<file path="src/rtl/reg_scoreboard.sv">
// reg_scoreboard: per-register pending-write tracker for an in-order pipeline.
// Decode is stalled on read-after-write hazards against outstanding writes and
// when a destination's pending counter is already full. Writeback releases
// pending writes. Optional build macro SCOREBOARD_WB_BYPASS_EN lets a source
// whose last outstanding write retires this very cycle issue without waiting.
module reg_scoreboard #(
    parameter int NREGS   = 32,
    parameter int CNTBITS = 2
) (
    input  logic       clk,
    input  logic       reset,
    input  logic       issue_valid,
    input  logic       issue_use_rs1,
    input  logic       issue_use_rs2,
    input  logic [4:0] issue_rs1,
    input  logic [4:0] issue_rs2,
    input  logic [4:0] issue_rd,
    input  logic       issue_wr,
    input  logic       flush,
    input  logic       wb_valid,
    input  logic [4:0] wb_rd,
    output logic       stall,
    output logic       issue_accept,
    output logic [5:0] inflight_cnt,
    output logic       err_underflow
);

    localparam logic [CNTBITS-1:0] CNT_MAX = '1;
    localparam logic [CNTBITS-1:0] CNT_ONE = CNTBITS'(1);

    // Register 0 is hardwired zero and therefore has no counter at all.
    logic [CNTBITS-1:0] r_cnt [1:NREGS-1];
    logic [5:0]         r_inflight;
    logic               r_err_underflow;

    logic [CNTBITS-1:0] w_cnt_rs1;
    logic [CNTBITS-1:0] w_cnt_rs2;
    logic [CNTBITS-1:0] w_cnt_rd;
    logic [CNTBITS-1:0] w_cnt_wb;
    logic               w_rs1_busy;
    logic               w_rs2_busy;
    logic               w_raw;
    logic               w_sat;
    logic               w_stall;
    logic               w_accept;
    logic               w_inc;
    logic               w_dec;
    logic               w_underflow;
    logic               w_net_up;
    logic               w_net_down;

    // Counter lookup; register 0 and indices beyond the tracked range read 0.
    function automatic logic [CNTBITS-1:0] cnt_of(input logic [4:0] idx);
        logic [CNTBITS-1:0] val;
        val = '0;
        for (int i = 1; i < NREGS; i++) begin
            if (idx == 5'(i)) val = r_cnt[i];
        end
        return val;
    endfunction

    // Counter values seen by each of the four lookup ports.
    always_comb begin
        w_cnt_rs1 = cnt_of(issue_rs1);
        w_cnt_rs2 = cnt_of(issue_rs2);
        w_cnt_rd  = cnt_of(issue_rd);
        w_cnt_wb  = cnt_of(wb_rd);
    end

    // Hazard detection and the resulting issue handshake.
    always_comb begin
        w_rs1_busy = issue_use_rs1 && (issue_rs1 != 5'd0) && (w_cnt_rs1 != '0);
        w_rs2_busy = issue_use_rs2 && (issue_rs2 != 5'd0) && (w_cnt_rs2 != '0);
`ifdef SCOREBOARD_WB_BYPASS_EN
        // The final outstanding write to this source retires now, so the
        // value is available on the writeback path this same cycle.
        if (wb_valid && (wb_rd == issue_rs1) && (w_cnt_rs1 == CNT_ONE)) w_rs1_busy = 1'b0;
        if (wb_valid && (wb_rd == issue_rs2) && (w_cnt_rs2 == CNT_ONE)) w_rs2_busy = 1'b0;
`endif
        w_raw    = issue_valid && (w_rs1_busy || w_rs2_busy);
        w_sat    = issue_valid && issue_wr && (issue_rd != 5'd0) && (w_cnt_rd == CNT_MAX);
        w_stall  = w_raw || w_sat || flush;
        w_accept = issue_valid && !w_stall;
    end

    // Which counter events take effect at the next edge.
    always_comb begin
        w_inc       = w_accept && issue_wr && (issue_rd != 5'd0);
        w_dec       = wb_valid && (wb_rd != 5'd0) && (w_cnt_wb != '0);
        w_underflow = wb_valid && (wb_rd != 5'd0) && (w_cnt_wb == '0);
        // Simultaneous counted increment and decrement cancel in the total.
        w_net_up    = w_inc && !w_dec;
        w_net_down  = w_dec && !w_inc;
    end

    genvar gi;
    generate
        for (gi = 1; gi < NREGS; gi++) begin : g_cnt
            logic w_inc_sel;
            logic w_dec_sel;
            assign w_inc_sel = w_inc && (issue_rd == 5'(gi));
            assign w_dec_sel = w_dec && (wb_rd == 5'(gi));

            // Per-register pending count; inc and dec on the same register cancel.
            always_ff @(posedge clk) begin
                if (reset) begin
                    r_cnt[gi] <= '0;
                end else if (w_inc_sel && !w_dec_sel) begin
                    r_cnt[gi] <= r_cnt[gi] + CNT_ONE;
                end else if (w_dec_sel && !w_inc_sel) begin
                    r_cnt[gi] <= r_cnt[gi] - CNT_ONE;
                end
            end
        end
    endgenerate

    // Total outstanding writes, clamped so it can never wrap either way.
    always_ff @(posedge clk) begin
        if (reset) begin
            r_inflight <= 6'd0;
        end else if (w_net_up && (r_inflight != 6'h3F)) begin
            r_inflight <= r_inflight + 6'd1;
        end else if (w_net_down && (r_inflight != 6'd0)) begin
            r_inflight <= r_inflight - 6'd1;
        end
    end

    // Sticky flag for a release that had no matching pending write.
    always_ff @(posedge clk) begin
        if (reset) begin
            r_err_underflow <= 1'b0;
        end else if (w_underflow) begin
            r_err_underflow <= 1'b1;
        end
    end

    assign stall         = w_stall;
    assign issue_accept  = w_accept;
    assign inflight_cnt  = r_inflight;
    assign err_underflow = r_err_underflow;

endmodule
</file>
<file path="config.mk">
export PLATFORM = sky130hd
export DESIGN_NAME = reg_scoreboard
export DESIGN_NICKNAME = d
export VERILOG_FILES = /design/src/rtl/reg_scoreboard.sv
export SDC_FILE = /design/constraint.sdc
export NUM_CORES = 1
export LEC_CHECK = 0
export ABC_AREA = 1
export CAP_MARGIN = 5
export CORE_UTILIZATION = 37
export DETAILED_ROUTE_END_ITERATION = 8
export GPL_TIMING_DRIVEN = 0
export RECOVER_POWER = 25
export SLEW_MARGIN = 20
export SYNTH_ARGS = -nofsm -noshare
export SYNTH_HDL_FRONTEND = slang
export SYNTH_SLANG_ARGS = --single-unit
</file>
<file path="constraint.sdc">
create_clock -name clk -period 12.2 [get_ports clk]
set_input_delay 2.44 -clock clk [delete_from_list [all_inputs] [get_ports clk]]
set_output_delay 2.44 -clock clk [all_outputs]
set_load 0.005 [all_outputs]
</file>
==> results.txt <==
Setup violations remaining at the end of the flow were counted as 0. The highest attainable clock frequency came out at 0.114 GHz. In this run the critical register-to-register path is captured at inflight_cnt[5].

The number of buffers between clock root and the deepest sink came out at 2. In the synthesized netlist, the number of instances is 1193. The worst setup slack for register-to-register paths is 7.70 ns. The cell internal power dissipation came out at 0.537 mW. The register area is 2000 um^2. The latest clock arrival within the worst-skew pair is 0.36 ns.

Entering global routing, the biggest net connects 13 pins. STA classifies the critical path endpoint as an output pin. Once the clock tree was built, the resizer swapped 0 gates to a different size. The number of setup buffers added after CTS is 0.

The startpoint class of the critical path is a primary input. The number of buffers added to fix hold violations after cts came out at 0. The wire length reported by the detailed router came out at 27800 um. The count of buffers from port buffering is 31.

For the pin with the worst max-slew slack, the measured transition is 0.732 ns. The clock power share came out at 0.388. The fraction of layout cells with a size suffix above 1 came out at 0.0653.

The routability congestion estimate is 1.02. The number of fill cells came out at 2148. The startpoint identified for the worst register-to-register timing path is r_cnt[0][2]. The number of max-slew violations in the final report is 0. In this run the mean area of a mapped cell was 6.18 um^2. The number of cells on the worst reg-to-reg path is 37. Leaving out fill and tap cells, the most frequent cell in the layout is sky130_fd_sc_hd__nand2_1. The number of H-tree levels came out at 3. The startpoint identified for the worst hold timing path is err_underflow. The post-route minimum period came out at 8.81 ns.

The layout-stage area growth over the synthesis result is 13.0%. The boundary pin count came out at 37. Among all flip-flop cells after synthesis, the most frequent one is sky130_fd_sc_hd__edfxtp_1. The floorplan step defined a die boundary enclosing 20500 um^2. The number of enable-type register cells in the synthesized netlist is 62. For this run, the total global-route usage over all layers was measured as 0.280. The net count of the finished layout is 1268.

Setup repair after global routing left no endpoint under its margin. The run finished with clean final reports. The placed wire-length estimate after detailed placement is 22600 um. The detailed-route DRC error count came out at 0. The worst pin sits at a relative slew slack of 0.512. Counting flops with an async set or reset pin after synthesis yields a share of 0. In this run, synthesis produced a sequential element count of 69.

The worst setup path is of the in2out kind. The library cells used most frequently in the layout, excluding fill and tap cells, are sky130_fd_sc_hd__nand2_1 (345), sky130_fd_sc_hd__inv_1 (132), sky130_fd_sc_hd__nor2_1 (129). The ratio of total power to cell area came out at 95.1 nW/um^2. The arrival time at the worst endpoint is 6.37 ns. Counting instances, the worst hold path has a depth of 2. The initial antenna violation count is 0. The clock net in this run drives a total of 69 sinks. The switching share of total power came out at 0.322. The footprint of the multi-input gates came out at 4620 um^2.

The min-delay analysis places its worst path in the category reg2reg. The total power after layout is 0.792 mW. TritonCTS built the clock tree. The register clock-pin slew on the reported worst setup and hold paths is 0.06 ns. The number of global-route vias before repair is 7450. The number of nets in the synthesized netlist came out at 1226. On the final layout, the worst clock skew is 0.0124 ns. The starting density of the core is 0.379.

The maximum resistive drop on vdd is 0.0759 mV. The CTS root buffer is sky130_fd_sc_hd__clkbuf_16. The sum of overflow across all layers after global routing came out at 0.

Row generation in the floorplan step produced 51 rows. The area of the core came out at 19500 um^2. The endpoint with the worst hold slack is err_underflow. In the routed layout, each cell is associated on average with a via count of 5.51. The proportion of synthesized chip area in sequential cells came out at 0.272.

The number of clock buffers inserted by TritonCTS came out at 9. The required time reported for the critical path endpoint is 9.76 ns. The total negative slack came out at 0 ns. The final count of hold timing violations came to 0. The die boundary width came out at 143 um.

Summing every instance area after synthesis gives 7370 um^2. For this block, the via count after detailed routing is 8294. The post-route clock period utilization came out at 0.722. The static power due to leakage is 3.40 nW. The number of inserted diodes came out at 0. The post-synthesis cell type count came out at 43. In the final routed layout, each cell accounts on average for 18.4 um.

The first global-routing pass estimated 42300 um of wire. The first TritonRoute pass finished after 6 iterations. Of the total power, combinational logic draws 0.240. The proportion of power drawn by flip-flops and latches came out at 0.372.

For this design the total switching power over the nets is 0.255 mW. The height of the chip came out at 143 um. For this block, the initial DRC count from the detailed router was 765. The number of maximum-capacitance violations is 0. Yosys printed 0 warnings. The remaining antenna violation count after routing came out at 0. The peak fanout along the critical path came out at 7.
==> stage by stage <==
step	util	cells	worst slack (ns)	hold slack (ns)	instance area, um^2
after CTS	0.429	1505	3.70	0.502	8350
final	0.428	1505	3.39	0.507	8320
after global placement	0.412	1489	3.69	0.490	8010
after floorplan	-	1193	5.40	0.460	7370
after detailed placement	0.412	1489	3.73	0.471	8010
after global routing	0.428	1505	3.07	0.561	8320
==> cell families after synthesis <==
| group | synth area share |
|---|---|
| AND/OR/NAND/NOR | 0.448 |
| adder cells (fa/ha/maj) | 0.00951 |
| flip-flops | 0.272 |
| AO/OA/AOI/OAI | 0.113 |
| multiplexers | 0.0245 |
| buffers and inverters | 0.0987 |
| XOR/XNOR | 0.0345 |
==> state kept, by name (all words and copies together) (netlist names) <==
| signal | cells |
|---|---|
| r_cnt | 62 |
| inflight_cnt | 6 |
| err_underflow | 1 |
==> power by group through the flow <==
stage,Clock (mW),Combinational (mW),Sequential (mW)
2_1_floorplan,0,0.124,0.290
4_1_cts,0.311,0.190,0.294
3_3_place_gp,0,0.189,0.299
6_report,0.307,0.190,0.295
3_5_place_dp,0,0.188,0.299
5_1_grt,0.322,0.209,0.297
==> synthesized netlist by cell type (6+ instances only) <==
library cell	n	area share
sky130_fd_sc_hd__nand2_1	345	0.18
sky130_fd_sc_hd__inv_1	132	0.067
sky130_fd_sc_hd__nor2_1	128	0.065
sky130_fd_sc_hd__nand3_1	113	0.077
sky130_fd_sc_hd__a21oi_1	87	0.059
sky130_fd_sc_hd__nand4_1	64	0.054
sky130_fd_sc_hd__edfxtp_1	62	0.25
sky130_fd_sc_hd__nor3_1	28	0.019
sky130_fd_sc_hd__o21ai_0	27	0.018
sky130_fd_sc_hd__xor2_1	23	0.027
sky130_fd_sc_hd__o21ai_1	21	0.014
sky130_fd_sc_hd__mux2i_1	18	0.024
sky130_fd_sc_hd__clkbuf_1	15	0.0076
sky130_fd_sc_hd__buf_2	14	0.0095
sky130_fd_sc_hd__inv_2	12	0.0061
sky130_fd_sc_hd__nor2_2	12	0.010
sky130_fd_sc_hd__nor3_2	11	0.015
sky130_fd_sc_hd__o211ai_1	10	0.010
sky130_fd_sc_hd__or2_2	10	0.0085
sky130_fd_sc_hd__buf_1	7	0.0036
sky130_fd_sc_hd__dfxtp_1	7	0.019
sky130_fd_sc_hd__xnor2_1	6	0.0071
==> critical path, stage by stage <==
cell and delay [ns]:
sky130_fd_sc_hd__dlygate4sd3_1 0.72, sky130_fd_sc_hd__inv_1 0.14, sky130_fd_sc_hd__nor2_1 0.37, sky130_fd_sc_hd__nand2_1 0.23, sky130_fd_sc_hd__nor2_1 0.18, sky130_fd_sc_hd__nand2_1 0.06
sky130_fd_sc_hd__nand2_1 0.07, sky130_fd_sc_hd__nand4_1 0.08, sky130_fd_sc_hd__nand2_1 0.08, sky130_fd_sc_hd__nand4_1 0.08, sky130_fd_sc_hd__nand2_1 0.07, sky130_fd_sc_hd__nand4_1 0.09
sky130_fd_sc_hd__nand2_1 0.08, sky130_fd_sc_hd__nand4_1 0.09, sky130_fd_sc_hd__nand2_1 0.08, sky130_fd_sc_hd__nand4_1 0.08, sky130_fd_sc_hd__a21oi_1 0.13, sky130_fd_sc_hd__nand2_1 0.09
sky130_fd_sc_hd__nand2_1 0.07, sky130_fd_sc_hd__nand2_1 0.05, sky130_fd_sc_hd__nand2_1 0.05, sky130_fd_sc_hd__nand2_1 0.05, sky130_fd_sc_hd__nand2_1 0.05, sky130_fd_sc_hd__nand2_1 0.14
sky130_fd_sc_hd__nand2_1 0.15, sky130_fd_sc_hd__nand4_1 0.08, sky130_fd_sc_hd__inv_1 0.06, sky130_fd_sc_hd__clkdlybuf4s50_1 0.49
==> layout make-up <==
class | count | area share
repair buffers | 31 | 0.0373
clock buffers | 10 | 0.0275
inverters | 144 | 0.0649
flip-flops and latches | 69 | 0.241
multi-input cells | 940 | 0.555
plain buffers | 40 | 0.0218
well taps | 265 | 0.0398
clock inverters | 6 | 0.0134
==> per-layer routing <==
metal | vias up | wire length, um | GRT usage
met2 | 372 | 11800 | 0.430
met5 | - | 0 | 0
met3 | 53 | 2300 | 0.0402
met4 | 0 | 1020 | 0.123
met1 | 3777 | 12700 | 0.386
li1 | 4092 | - | -
==> how the worst max path moves through the flow <==
stage / start / end / slack, ns / cells after the start
floorplan: issue_rs2[4] / issue_accept / 5.40 / 28
global placement: issue_rs2[1] / issue_accept / 3.69 / 28
detailed placement: issue_rs2[1] / issue_accept / 3.73 / 28
CTS: issue_rs2[1] / issue_accept / 3.70 / 28
global route: issue_rs2[1] / issue_accept / 3.07 / 28
finish: issue_rs2[1] / issue_accept / 3.39 / 28
No activity file was read; power rests on OpenSTA's default activity.
